## src/rtl/calc_pkg.sv

```systemverilog
// ---------------------------------------------------------------------------
// calc_pkg
// Shared definitions for the calc_sequencer slice: datapath widths, the
// sequencer state type, opcode name constants and the multi-cycle helper.
// No ports (package).
// ---------------------------------------------------------------------------
package calc_pkg;

  localparam int unsigned DATA_W = 32;
  localparam int unsigned OPC_W  = 4;
  localparam int unsigned SEL_W  = 16;

  typedef enum logic [1:0] {
    ST_IDLE = 2'd0,
    ST_EXEC = 2'd1,
    ST_WAIT = 2'd2,
    ST_RESP = 2'd3
  } state_t;

  localparam logic [OPC_W-1:0] OPC_ADD  = 4'd0;
  localparam logic [OPC_W-1:0] OPC_SUB  = 4'd1;
  localparam logic [OPC_W-1:0] OPC_AND  = 4'd2;
  localparam logic [OPC_W-1:0] OPC_OR   = 4'd3;
  localparam logic [OPC_W-1:0] OPC_MUL  = 4'd4;
  localparam logic [OPC_W-1:0] OPC_DIV  = 4'd5;
  localparam logic [OPC_W-1:0] OPC_XOR  = 4'd6;
  localparam logic [OPC_W-1:0] OPC_NOT  = 4'd7;
  localparam logic [OPC_W-1:0] OPC_SHL  = 4'd8;
  localparam logic [OPC_W-1:0] OPC_SHR  = 4'd9;
  localparam logic [OPC_W-1:0] OPC_ROL  = 4'd10;
  localparam logic [OPC_W-1:0] OPC_ROR  = 4'd11;
  localparam logic [OPC_W-1:0] OPC_MIN  = 4'd12;
  localparam logic [OPC_W-1:0] OPC_MAX  = 4'd13;
  localparam logic [OPC_W-1:0] OPC_CMP  = 4'd14;
  localparam logic [OPC_W-1:0] OPC_PASS = 4'd15;

  // An opcode dwells in WAIT only if its mask bit is set and there is
  // actually something to wait for.
  function automatic logic op_is_multi(input logic [SEL_W-1:0] mask,
                                       input logic [OPC_W-1:0] opc,
                                       input int unsigned      wait_cycles);
    return mask[opc] && (wait_cycles != 0);
  endfunction

endpackage

```

## src/rtl/calc_sequencer_if.sv

```systemverilog
// ---------------------------------------------------------------------------
// calc_sequencer_if
// Bundles the command handshake, the result handshake and the arithmetic
// unit / result multiplexer signals of calc_sequencer.
//   slave  : sequencer side (calc_sequencer)
//   master : environment side (command source, mux, result consumer)
// ---------------------------------------------------------------------------
interface calc_sequencer_if;
  import calc_pkg::*;

  logic              cmd_valid;
  logic              cmd_ready;
  logic [OPC_W-1:0]  cmd_opcode;
  logic [DATA_W-1:0] cmd_operand;
  logic [SEL_W-1:0]  hotselect;
  logic [DATA_W-1:0] operand_b;
  logic [DATA_W-1:0] acc;
  logic [DATA_W-1:0] muxout;
  logic              res_valid;
  logic              res_ready;
  logic [DATA_W-1:0] res_data;
  logic              busy;

  modport slave (
    input  cmd_valid, cmd_opcode, cmd_operand, muxout, res_ready,
    output cmd_ready, hotselect, operand_b, acc, res_valid, res_data, busy
  );

  modport master (
    output cmd_valid, cmd_opcode, cmd_operand, muxout, res_ready,
    input  cmd_ready, hotselect, operand_b, acc, res_valid, res_data, busy
  );

endinterface

```

## src/rtl/calc_sequencer_opcode_onehot_decoder.sv

```systemverilog
// ---------------------------------------------------------------------------
// opcode_onehot_decoder
// Turns the latched opcode into the one-hot select for the downstream
// 16-input result multiplexer. Output is all-zero while en is low.
//   en      : in  1      decoder enable
//   opcode  : in  OPC_W  operation select
//   onehot  : out SEL_W  one-hot select (or zero)
// ---------------------------------------------------------------------------
module opcode_onehot_decoder
  import calc_pkg::*;
(
  input  logic             en,
  input  logic [OPC_W-1:0] opcode,
  output logic [SEL_W-1:0] onehot
);

  always_comb begin
    onehot = '0;
    if (en) onehot[opcode] = 1'b1;
  end

endmodule

```

## src/rtl/calc_sequencer.sv

```systemverilog
// ---------------------------------------------------------------------------
// calc_sequencer
// Accepts one command at a time, drives a one-hot select to the external
// result multiplexer for one cycle (or 1+WAIT_CYCLES cycles for opcodes
// flagged in MULTI_MASK), captures the mux output into the accumulator and
// presents it as a result until the consumer accepts it.
//   clk   : in  single clock, rising edge
//   rst_n : in  asynchronous active-low reset
//   bus   : calc_sequencer_if.slave (cmd_*, res_*, hotselect, operand_b,
//           acc, muxout, busy)
// ---------------------------------------------------------------------------
module calc_sequencer
  import calc_pkg::*;
#(
  parameter int unsigned      WAIT_CYCLES = 4,
  parameter logic [SEL_W-1:0] MULTI_MASK  = 16'h0030
) (
  input  logic              clk,
  input  logic              rst_n,
  calc_sequencer_if.slave   bus
);

  localparam int unsigned CNT_W = (WAIT_CYCLES > 1) ? $clog2(WAIT_CYCLES) : 1;

  state_t            state_q, state_d;
  logic [OPC_W-1:0]  opcode_q;
  logic [DATA_W-1:0] operand_b_q;
  logic [DATA_W-1:0] acc_q;
  logic [CNT_W-1:0]  cnt_q;

  logic accept;
  logic multi;
  logic capture;
  logic sel_en;

  assign multi = op_is_multi(MULTI_MASK, opcode_q, WAIT_CYCLES);

  // State register
  always_ff @(posedge clk or negedge rst_n) begin
    if (!rst_n) state_q <= ST_IDLE;
    else        state_q <= state_d;
  end

  // Next state and control decode
  always_comb begin
    state_d = state_q;
    accept  = 1'b0;
    capture = 1'b0;
    sel_en  = 1'b0;
    unique case (state_q)
      ST_IDLE: begin
        accept = bus.cmd_valid;
        if (bus.cmd_valid) state_d = ST_EXEC;
      end
      ST_EXEC: begin
        sel_en = 1'b1;
        if (multi) begin
          state_d = ST_WAIT;
        end else begin
          capture = 1'b1;
          state_d = ST_RESP;
        end
      end
      ST_WAIT: begin
        sel_en = 1'b1;
        if (cnt_q == '0) begin
          capture = 1'b1;
          state_d = ST_RESP;
        end
      end
      ST_RESP: begin
        if (bus.res_ready) state_d = ST_IDLE;
      end
      default: state_d = ST_IDLE;
    endcase
  end

  // Command latch, dwell counter and accumulator capture
  always_ff @(posedge clk or negedge rst_n) begin
    if (!rst_n) begin
      opcode_q    <= '0;
      operand_b_q <= '0;
      acc_q       <= '0;
      cnt_q       <= '0;
    end else begin
      if (accept) begin
        opcode_q    <= bus.cmd_opcode;
        operand_b_q <= bus.cmd_operand;
      end
      // EXEC counts as the first select cycle, so WAIT needs WAIT_CYCLES-1
      // further decrements to reach zero on its last cycle.
      if (state_q == ST_EXEC && multi) cnt_q <= CNT_W'(WAIT_CYCLES - 1);
      else if (state_q == ST_WAIT && cnt_q != '0) cnt_q <= cnt_q - 1'b1;
      if (capture) acc_q <= bus.muxout;
    end
  end

  opcode_onehot_decoder u_dec (
    .en     (sel_en),
    .opcode (opcode_q),
    .onehot (bus.hotselect)
  );

  assign bus.cmd_ready = (state_q == ST_IDLE);
  assign bus.res_valid = (state_q == ST_RESP);
  assign bus.busy      = (state_q != ST_IDLE);
  assign bus.operand_b = operand_b_q;
  assign bus.acc       = acc_q;
  assign bus.res_data  = acc_q;

endmodule

```

## src/flat_wrapper.sv

```systemverilog
// flat-port wrapper written by rule: the top's interface ports become plain ports
module calc_sequencer_flat import calc_pkg::*;
#(
  parameter int unsigned      WAIT_CYCLES = 4,
  parameter logic [SEL_W-1:0] MULTI_MASK  = 16'h0030
)
  (clk, rst_n, bus_cmd_valid, bus_cmd_opcode, bus_cmd_operand, bus_muxout, bus_res_ready, bus_cmd_ready, bus_hotselect, bus_operand_b, bus_acc, bus_res_valid, bus_res_data, bus_busy);
  calc_sequencer_if bus_i ();
  input  logic clk;
  input  logic rst_n;
  input wire logic [$bits(bus_i.cmd_valid)-1:0] bus_cmd_valid;
  input wire logic [$bits(bus_i.cmd_opcode)-1:0] bus_cmd_opcode;
  input wire logic [$bits(bus_i.cmd_operand)-1:0] bus_cmd_operand;
  input wire logic [$bits(bus_i.muxout)-1:0] bus_muxout;
  input wire logic [$bits(bus_i.res_ready)-1:0] bus_res_ready;
  output wire logic [$bits(bus_i.cmd_ready)-1:0] bus_cmd_ready;
  output wire logic [$bits(bus_i.hotselect)-1:0] bus_hotselect;
  output wire logic [$bits(bus_i.operand_b)-1:0] bus_operand_b;
  output wire logic [$bits(bus_i.acc)-1:0] bus_acc;
  output wire logic [$bits(bus_i.res_valid)-1:0] bus_res_valid;
  output wire logic [$bits(bus_i.res_data)-1:0] bus_res_data;
  output wire logic [$bits(bus_i.busy)-1:0] bus_busy;
  assign bus_i.cmd_valid = bus_cmd_valid;
  assign bus_i.cmd_opcode = bus_cmd_opcode;
  assign bus_i.cmd_operand = bus_cmd_operand;
  assign bus_i.muxout = bus_muxout;
  assign bus_i.res_ready = bus_res_ready;
  assign bus_cmd_ready = bus_i.cmd_ready;
  assign bus_hotselect = bus_i.hotselect;
  assign bus_operand_b = bus_i.operand_b;
  assign bus_acc = bus_i.acc;
  assign bus_res_valid = bus_i.res_valid;
  assign bus_res_data = bus_i.res_data;
  assign bus_busy = bus_i.busy;
  calc_sequencer #(.WAIT_CYCLES(WAIT_CYCLES), .MULTI_MASK(MULTI_MASK)) u_core (.clk(clk), .rst_n(rst_n), .bus(bus_i));
endmodule
```

## config.mk

```make
export PLATFORM = sky130hd
export DESIGN_NAME = calc_sequencer_flat
export DESIGN_NICKNAME = d
export VERILOG_FILES = /design/src/rtl/calc_pkg.sv /design/src/rtl/calc_sequencer_if.sv /design/src/rtl/calc_sequencer_opcode_onehot_decoder.sv /design/src/rtl/calc_sequencer.sv /design/src/flat_wrapper.sv
export SDC_FILE = /design/constraint.sdc
export NUM_CORES = 1
export LEC_CHECK = 0
export ABC_AREA = 1
export CORE_MARGIN = 3
export CORE_UTILIZATION = 40
export CTS_BUF_LIST = sky130_fd_sc_hd__clkbuf_2
export CTS_CLUSTER_SIZE = 30
export DETAILED_ROUTE_END_ITERATION = 7
export GPL_TIMING_DRIVEN = 0
export PLACE_DENSITY = 0.93
export SYNTH_ARGS = -nofsm -noshare
export SYNTH_HDL_FRONTEND = slang
export SYNTH_SLANG_ARGS = --single-unit
```

## constraint.sdc

```tcl
create_clock -name clk -period 2.6 [get_ports clk]
set_clock_uncertainty 0.05 [all_clocks]
set_input_delay 0.52 -clock clk [delete_from_list [all_inputs] [get_ports clk]]
set_output_delay 0.52 -clock clk [all_outputs]
set_load 0.02 [all_outputs]
```

==> flow_metrics.py, run 1 <==
metrics = {
    "route": {
        "drt_iter0_drc": 72,
        "dr.pass1.iters": 5,
        "vias": 2992,
        "detail-route-antenna-nets": 0,
        "post_drt_wl_per_cell_um": 14.7,
        "vias_per_cell": 4.76,
        "drc": 0,
        "drt_wl_total_mm": 9.24,
    },
    "floorplan": {
        "die_y_um": 96.4,
        "start_util_pct": 41.7,
        "dieWidth_um": 96.4,
        "rows": 32,
        "pin_count": 187,
        "dieArea_um2": 9290,
        "core-area_um2": 7850,
    },
    "power": {
        "pwr-share-seq_pct": 27.3,
        "vdd_drop_max_v": 0.000652,
        "finalPower_mw": 7.60,
        "comb_power_share_pct": 66.2,
        "powerDensity_nw_per_um2": 1420,
        "p_sw_share_pct": 43.9,
        "leakagePower_nw": 2.51,
        "p_clk_share_pct": 6.5,
        "internal_power_mw": 4.26,
        "net-switching-power_mw": 3.33,
    },
    "critical_path": {
        "worst-setup-path-type": "flop to output pin",
        "crit_path_max_incr_delay_ns": 0.57,
        "crit_chain": "buf_4 -> buf_4 -> ha_1 -> clkdlybuf4s50_1",
        "critPathTopFamily": "buffers and inverters",
        "end_kind": "output pin",
        "worstPathRequired_ns": 2.03,
        "arrival_ns": 1.90,
        "cpMostUsedCell": "buf_4",
        "startpoint_type": "flop",
        "cp_slowest_cell": "clkdlybuf4s50_1",
        "path_buf_inv": 3,
        "cp_max_fo": 2,
    },
    "sta": {
        "final-hold-violation-count": 0,
        "tightest_slew_ns": 0.883,
        "fmax_mhz": 405,
        "slew_viol_final": 0,
        "max_slew_margin_pct": 41.1,
        "finalCritPeriodShare_pct": 95.0,
        "rsz0062_at_grt": "false",
        "setup_viol": 0,
        "timing.final.crit_period_ns": 2.47,
        "layout_setup_ws_ns": 0.131,
    },
    "clock_tree": {
        "htreeDepth": 3,
        "cts_root_buf": "clkbuf_2",
        "cts_tree": "done",
        "cts_hold_buffers": 0,
        "clk_path_buf_depth": 2,
        "cts_made_buffers": 9,
        "cts_sinks": 72,
        "clock_latency_ns": 0.47,
        "clkTransAtPathRegs_ns": 0.18,
    },
    "cells_and_area": {
        "nFillCells": 629,
        "final_common_cell": "clkdlybuf4s50_1",
        "drive_gt1_share_pct": 23.6,
        "area_delta_synth_final_pct": 63.5,
        "stdcell_area_um2": 5350,
        "mostFrequentLayoutCells": "169 x clkdlybuf4s50_1, 80 x nand2_1, 72 x dfrtp_1, 43 x buf_4, 34 x nand3_1",
        "regArea_um2": 1800,
        "antenna_cells": 0,
        "multi_input_area_um2": 1110,
        "fin_util_pct": 68.1,
        "final_cells": 628,
        "nets": 599,
    },
    "grt": {
        "track_usage_pct": 19.7,
        "grt_pass1_wl_mm": 14.2,
        "antenna_found_initial": 0,
        "grt_pass1_vias": 2999,
        "overflow": 0,
        "grt_max_degree": 73,
    },
    "logic_synthesis": {
        "synth.distinct_cells": 19,
        "postSynthAreaPerCell_um2": 10.2,
        "ys_seq_area_share_pct": 55.1,
        "syn_inst": 320,
        "ys_seq_elements": 72,
        "syn_nets": 397,
        "synthesis.area_um2": 3270,
        "yosys_warnings": 0,
    },
    "place": {
        "pre_cts_slack_ns": -0.0596,
        "port_buffers": 186,
        "dp_hpwl_mm": 7.17,
        "placedInstanceArea_um2": 5260,
        "place_inst": 608,
        "routabilityCongestion": 0.805,
    },
    "job": {
        "maxCapViolCount": 0,
    },
    "worst_hold_path": {
        "hold_class": "input pin to async pin",
    },
    "outcome": {
        "status": "finished, final reports clean",
    },
}
==> area by class of cell <==
cell class / instances / share of cell area [%]
timing repair buffer: 191 / 34.4
sequential: 72 / 33.7
multi-input combinational: 189 / 20.7
buffer: 46 / 6.34
tap: 102 / 2.39
clock buffer: 11 / 1.03
inverter: 13 / 0.960
clock inverter: 4 / 0.421
==> cells in the mapped netlist <==
library cell	instances	area share, %
nand3_2	1	0.31
clkinv_1	1	0.11
nand2_1	80	9.2
inv_1	10	1.1
buf_4	36	8.3
buf_2	4	0.61
nand2_2	1	0.19
nand2_4	2	0.69
ha_1	5	1.9
nor3_1	8	1.2
inv_2	2	0.23
clkbuf_1	3	0.34
nand3_1	36	5.5
dfrtp_1	72	55
a21oi_1	4	0.61
o21ai_0	5	0.77
buf_6	3	1.0
nor2_1	15	1.7
mux2_2	32	11
==> power by group through the flow <==
stage          Clock [mW]  Combinational, mW  Sequential (mW)
2_1_floorplan           0               2.20             2.65
3_3_place_gp            0               4.81             2.05
3_5_place_dp            0               4.96             2.11
4_1_cts             0.516               5.00             2.07
5_1_grt             0.560               5.46             2.15
6_report            0.492               5.03             2.07
==> flip-flops by register name, indices dropped and copies added (netlist names) <==
| register | count |
|---|---|
| u_core.cnt_q | 2 |
| u_core.bus.acc | 32 |
| u_core.bus.operand_b | 32 |
| u_core.state_q | 2 |
| u_core.opcode_q | 4 |
==> worst reg2reg max path: cells and delay by family, from the launching register on <==
family | cells | cell delay, ns
simple gates | 2 | 0.28
buf+inv | 4 | 0.73
flops | 1 | 0.39
fa+ha+maj | 1 | 0.29
==> timing repair <==
action,CTS,global route
hold endpoints to repair,0,0
buffers inserted,2,3
setup endpoints to repair,16,16
resized for setup,69,10
==> metal layers <==
metal  part of all wire [%]  GRT usage [%]  vias up
met5                      0              0        -
met2                     51           35.1      141
met4                    2.0           8.06        0
li1                       -              -     1409
met1                     37           21.6     1424
met3                    9.7           6.27       18
==> stage by stage <==
| stage | hold WS (ns) | TNS [ns] |
|---|---|---|
| floorplan | 0.174 | 0 |
| global placement | 0.426 | -102.46 |
| detailed placement | 0.436 | -0.240 |
| CTS | 0.0695 | 0 |
| global route | 0.110 | 0 |
| finish | 0.0853 | 0 |
==> path summary, 6_finish.rpt <==
kind	startpoint	to	slack, ns	depth (start not counted)
worst max register to register	u_core.state_q[1]	u_core.bus.acc[24]	0.81	7
worst min register to register	u_core.bus.acc[21]	u_core.bus.acc[21]	0.48	2
worst max-delay path	u_core.state_q[1]	bus_res_valid	0.13	4
max in group asynchronous	rst_n	u_core.state_q[0]	1.84	1
worst min-delay path	rst_n	u_core.bus.acc[6]	0.09	1
min in group clk	u_core.bus.acc[21]	u_core.bus.acc[21]	0.48	2
==> logic make-up after synthesis <==
group           count (synthesis)  share of synthesized area, %
buf+inv                        59                          11.7
mux                            32                          11.0
simple gates                  143                          18.8
flops                          72                          55.1
compound gates                  9                          1.38
fa+ha+maj                       5                          1.91
Power figures use the tool's default switching activity.
==> run 2, diff against run 1 <==
PLACE_DENSITY = 0.92   (was 0.93)
SKIP_CTS_REPAIR_TIMING = 1   (was not set)
SYNTH_HIERARCHICAL = 1   (was not set)
==> run 2 against run 1 <==
  * Area after synthesis up 2.2%
  * Largest cell class unchanged
  * Global-route usage is essentially flat
  * Highest routed layer unchanged
  * Core utilization is 0.53 points higher
==> flow_metrics.py, run 2 <==
metrics = {
    "outcome": {
        "status": "finished, final reports clean",
    },
    "cells_and_area": {
        "drive_gt1_share_pct": 21.2,
        "final_common_cell": "clkdlybuf4s50_1",
        "mostFrequentLayoutCells": "168 x clkdlybuf4s50_1, 83 x nand2_1, 72 x dfrtp_1, 39 x nand3_1, 38 x buf_4",
        "multi_input_area_um2": 1160,
        "area_delta_synth_final_pct": 62.9,
        "nets": 600,
        "regArea_um2": 1800,
        "antenna_cells": 0,
        "nFillCells": 579,
    },
    "logic_synthesis": {
        "synth_area_leaders": "dfrtp_1 54%, nand2_1 9.3%, buf_4 7.9%",
        "synth.distinct_cells": 18,
        "yosys.area.top_type": "dfrtp_1",
        "yosys_warnings": 6,
        "ys_seq_area_share_pct": 53.9,
        "synthTopCellsByCount": "83 x nand2_1, 72 x dfrtp_1, 39 x nand3_1",
        "synth_top_area_share_pct": 53.9,
        "ys_seq_elements": 72,
        "synthesis.area_um2": 3340,
        "syn_inst": 324,
        "ys_async_sr_fraction_pct": 100,
        "synth_edf_count": 0,
        "synth_most_common_cell": "nand2_1",
        "syn_nets": 401,
        "dominantRegCellSynth": "dfrtp_1",
        "postSynthAreaPerCell_um2": 10.3,
    },
    "power": {
        "finalPower_mw": 7.80,
        "vdd_drop_max_v": 0.000740,
        "leakagePower_nw": 2.72,
        "powerDensity_nw_per_um2": 1430,
    },
    "route": {
        "post_drt_wl_per_cell_um": 14.5,
        "vias_per_cell": 4.69,
        "drc": 0,
        "drt_wl_total_mm": 9.14,
        "drt_iter0_drc": 85,
        "detail-route-antenna-nets": 0,
        "dr.pass1.iters": 4,
        "vias": 2955,
    },
    "sta": {
        "tightest_slew_ns": 0.888,
        "max_slew_margin_pct": 40.8,
        "setup_viol": 0,
        "whs_ns": 0.0547,
        "final-hold-violation-count": 0,
        "slew_viol_final": 0,
        "timing.final.crit_period_ns": 2.45,
        "finalCritPeriodShare_pct": 94.2,
        "fmax_mhz": 408,
    },
    "place": {
        "routabilityCongestion": 0.825,
        "dp_hpwl_mm": 7.10,
        "port_buffers": 186,
    },
    "clock_tree": {
        "cts_sinks": 72,
        "cts_tree": "done",
        "clk_path_buf_depth": 2,
        "clock_latency_ns": 0.49,
        "cts_root_buf": "clkbuf_2",
        "htreeDepth": 3,
        "cts_made_buffers": 9,
        "clkTransAtPathRegs_ns": 0.20,
    },
    "critical_path": {
        "worst-setup-path-type": "flop to output pin",
        "end_kind": "output pin",
        "r2r_slack_ns": 0.70,
        "startpoint_type": "flop",
        "cp_max_fo": 7,
        "arrival_ns": 1.88,
        "worstPathRequired_ns": 2.03,
        "r2r_cells": 6,
        "r2r-start": "u_core/state_q[1]",
        "r2r_end": "u_core/bus.acc[17]",
    },
    "floorplan": {
        "start_util_pct": 42.2,
        "pin_count": 187,
        "dieArea_um2": 9490,
        "dieWidth_um": 97.4,
        "rows": 32,
        "die_y_um": 97.4,
        "core-area_um2": 7930,
    },
    "grt": {
        "grt_pass1_wl_mm": 15.1,
        "overflow": 0,
        "track_usage_pct": 19.7,
        "grt_max_degree": 73,
        "antenna_found_initial": 0,
        "grt_pass1_vias": 3094,
    },
    "worst_hold_path": {
        "hold_class": "input pin to async pin",
    },
    "job": {
        "maxCapViolCount": 0,
    },
}
## run 2: cell count changes after synthesis, moves of 3 or more
cell | previous run | this run
nand3_1 | 36 | 39
nor3_1 | 8 | 0
mux2_2 | 32 | 18
nand2_1 | 80 | 83
mux2_4 | 0 | 16
nor2_1 | 15 | 21
## run 2: worst max path at each step
stage	to	startpoint
3_3_place_gp	u_core/bus.operand_b[16]	rst_n
2_1_floorplan	bus_hotselect[12]	u_core/state_q[0]
4_1_cts	bus_hotselect[11]	u_core/state_q[0]
5_1_grt	bus_hotselect[6]	u_core/state_q[1]
3_5_place_dp	bus_hotselect[11]	u_core/state_q[0]
6_report	bus_hotselect[11]	u_core/state_q[1]
## run 2: worst max-delay path: stages, from the launching register on
cell and delay (ns):
dfrtp_1 0.42, inv_1 0.10, ha_2 0.43, nand3_2 0.15, nor2_1 0.12, clkbuf_2 0.19
## run 2: per-stage QoR
step	utilization, %	area, um2	worst slack (ns)	std cells	TNS, ns
2_1_floorplan	-	3340	0.778	324	0
3_3_place_gp	67.3	5330	-1.44	612	-103.19
3_5_place_dp	67.2	5330	0.171	612	0
4_1_cts	68.8	5460	-0.428	628	-6.07
5_1_grt	68.7	5440	-0.0164	630	-0.0569
6_report	68.7	5440	0.150	630	0
## run 2: kinds of logic after synthesis
family	count (synthesis)	share of synthesized area, %
mux	34	13.3
fa+ha+maj	5	1.87
flops	72	53.9
simple gates	148	18.7
buf+inv	60	11.5
compound gates	5	0.749
## run 2: per-layer routing
metal	track usage [%]	part of all wire (%)	vias up
met1	22.6	38	1379
met4	6.60	1.6	0
met2	33.8	51	152
met3	7.47	9.7	14
li1	-	-	1410
met5	0	0	-
## run 2: power breakdown
group | total, mW | internal (mW) | switching, mW
Clock | 0.705 | 0.327 | 0.378
Sequential | 2.10 | 1.69 | 0.411
Combinational | 4.99 | 2.46 | 2.53
## run 2: area by class of cell
| cell class | instances | area share, % |
|---|---|---|
| repair buffers | 188 | 33.8 |
| flip-flops and latches | 72 | 33.1 |
| multi-input cells | 192 | 21.3 |
| plain buffers | 46 | 6.11 |
| well taps | 102 | 2.34 |
| clock inverters | 4 | 1.26 |
| clock buffers | 12 | 1.10 |
| inverters | 14 | 0.966 |
==> run 3, diff against run 2 <==
CORE_UTILIZATION = 36   (was 40)
PLACE_DENSITY = 0.88   (was 0.92)
clock period = 2.2 ns   (was 2.6 ns; I/O delays follow)
==> run 3 against run 2 <==
  * The run now ends with setup timing left
  * Critical path type unchanged
  * Total power rose by 20%
  * Clock power is 2% higher
  * First-iteration DRC count did not move
==> flow_metrics.py, run 3 (synthesis gave the netlist of run 2 again) <==
metrics = {
    "outcome": {
        "status": "finished, violations left",
        "violations": "setup timing",
    },
    "sta": {
        "rsz0062_at_grt": "true",
        "layout_setup_ws_ns": -0.0675,
        "finalCritPeriodShare_pct": 103,
        "setup_viol": 8,
        "slew_viol_final": 0,
        "tightest_slew_ns": 0.906,
        "fmax_mhz": 441,
        "max_slew_margin_pct": 39.6,
        "final-hold-violation-count": 0,
        "timing.final.crit_period_ns": 2.27,
        "whs_ns": 0.00234,
    },
    "cells_and_area": {
        "antenna_cells": 0,
        "final_cells": 638,
        "drive_gt1_share_pct": 25.5,
        "nFillCells": 692,
        "area_delta_synth_final_pct": 67.6,
        "nets": 602,
        "final_common_cell": "clkdlybuf4s50_1",
        "multi_input_area_um2": 1250,
        "regArea_um2": 1800,
        "mostFrequentLayoutCells": "152 x clkdlybuf4s50_1, 83 x nand2_1, 71 x dfrtp_1, 49 x buf_4, 36 x nand3_1",
    },
    "clock_tree": {
        "htreeDepth": 3,
        "cts_tree": "done",
        "cts_made_buffers": 9,
        "clkTransAtPathRegs_ns": 0.21,
        "clk_path_buf_depth": 2,
        "cts_root_buf": "clkbuf_2",
        "cts_sinks": 72,
        "clock_latency_ns": 0.49,
    },
    "floorplan": {
        "pin_count": 187,
        "start_util_pct": 37.8,
        "rows": 34,
        "dieWidth_um": 102,
        "dieArea_um2": 10500,
        "core-area_um2": 8850,
        "die_y_um": 102,
    },
    "route": {
        "drt_iter0_drc": 85,
        "vias": 3020,
        "post_drt_wl_per_cell_um": 15.0,
        "dr.pass1.iters": 5,
        "drc": 0,
        "detail-route-antenna-nets": 0,
        "vias_per_cell": 4.73,
        "drt_wl_total_mm": 9.58,
    },
    "critical_path": {
        "arrival_ns": 1.78,
        "end_kind": "output pin",
        "r2r-start": "u_core/state_q[1]",
        "critPathTopFamily": "flip-flops",
        "cp_max_fo": 7,
        "critPathLaunch": "u_core/state_q[1]",
        "crit_path_max_incr_delay_ns": 0.43,
        "cp_slowest_cell": "dfrtp_1",
        "worst-setup-path-type": "flop to output pin",
        "path_buf_inv": 2,
        "worstPathRequired_ns": 1.71,
        "startpoint_type": "flop",
        "crit_chain": "inv_2 -> ha_4 -> nand2_1 -> nor2_1 -> buf_4",
    },
    "power": {
        "pwr-share-seq_pct": 26.9,
        "comb_power_share_pct": 65.4,
        "p_clk_share_pct": 7.7,
        "leakagePower_nw": 2.82,
        "finalPower_mw": 9.36,
        "vdd_drop_max_v": 0.000939,
        "powerDensity_nw_per_um2": 1670,
        "net-switching-power_mw": 4.09,
        "internal_power_mw": 5.26,
        "p_sw_share_pct": 43.7,
    },
    "grt": {
        "antenna_found_initial": 0,
        "grt_pass1_vias": 2922,
        "overflow": 0,
        "track_usage_pct": 17.6,
        "grt_pass1_wl_mm": 14.3,
        "grt_max_degree": 73,
    },
    "place": {
        "dp_hpwl_mm": 7.13,
        "place_inst": 618,
        "routabilityCongestion": 0.815,
        "port_buffers": 186,
    },
    "job": {
        "maxCapViolCount": 0,
    },
    "worst_hold_path": {
        "hold_class": "input pin to async pin",
    },
}
[run 3: changes by cell type in the layout (fill, tap and decap cells not counted), moves of 7 or more]
cell	before	now
buf_4	38	49
buf_6	3	10
clkbuf_2	22	10
clkdlybuf4s50_1	168	152
dlymetal6s2s_1	7	17
nor2_1	21	12
[run 3: metrics by stage]
step / setup TNS (ns) / util (%) / setup WS, ns / area (um2)
after floorplan: 0 / - / 0.458 / 3340
after global placement: -125.21 / 60.3 / -1.74 / 5340
after detailed placement: -1.27 / 60.3 / -0.113 / 5340
after CTS: -11.39 / 61.6 / -0.704 / 5450
after global routing: -1.64 / 63.3 / -0.172 / 5600
final: -0.160 / 63.3 / -0.0675 / 5600
[run 3: power by group through the flow]
stage / logic, mW / clock network, mW / registers, mW
floorplan: 2.69 / 0 / 3.17
global placement: 5.79 / 0 / 2.49
detailed placement: 5.94 / 0 / 2.52
CTS: 5.95 / 0.756 / 2.51
global route: 6.57 / 0.814 / 2.61
finish: 6.12 / 0.721 / 2.51
[run 3: worst register-to-register path: stages, from the launching register on]
cell      delay (ns)
dfrtp_1         0.43
inv_2           0.08
ha_4            0.34
buf_2           0.21
clkbuf_1        0.39
nand3_1         0.15
nand2_1         0.10
[run 3: area by class of cell]
type	count	area share [%]
Clock inverter	6	1.07
Sequential cell	72	32.2
Tap cell	108	2.41
Timing Repair Buffer	190	34.2
Buffer	46	5.94
Multi-Input combinational cell	192	22.3
Inverter	14	0.938
Clock buffer	10	0.893
[run 3: layer usage]
layer | routed length (um) | vias up | global-route usage (%)
met2 | 4750 | 162 | 29.3
met3 | 931 | 17 | 6.62
met1 | 3670 | 1425 | 20.7
met5 | 0 | - | 0
li1 | - | 1416 | -
met4 | 221 | 0 | 6.46
[run 3: final timing paths]
| path | to | slack (ns) | cells after the start |
|---|---|---|---|
| setup reg to reg | u_core/bus.acc[17] | 0.41 | 6 |
| min in group clk | u_core/opcode_q[3] | 0.44 | 3 |
| hold / removal | u_core/opcode_q[2] | 0.002 | 1 |
| max in group asynchronous | u_core/opcode_q[2] | 1.50 | 1 |
| setup / recovery | bus_hotselect[4] | -0.07 | 5 |
| hold reg to reg | u_core/bus.acc[26] | 0.47 | 2 |
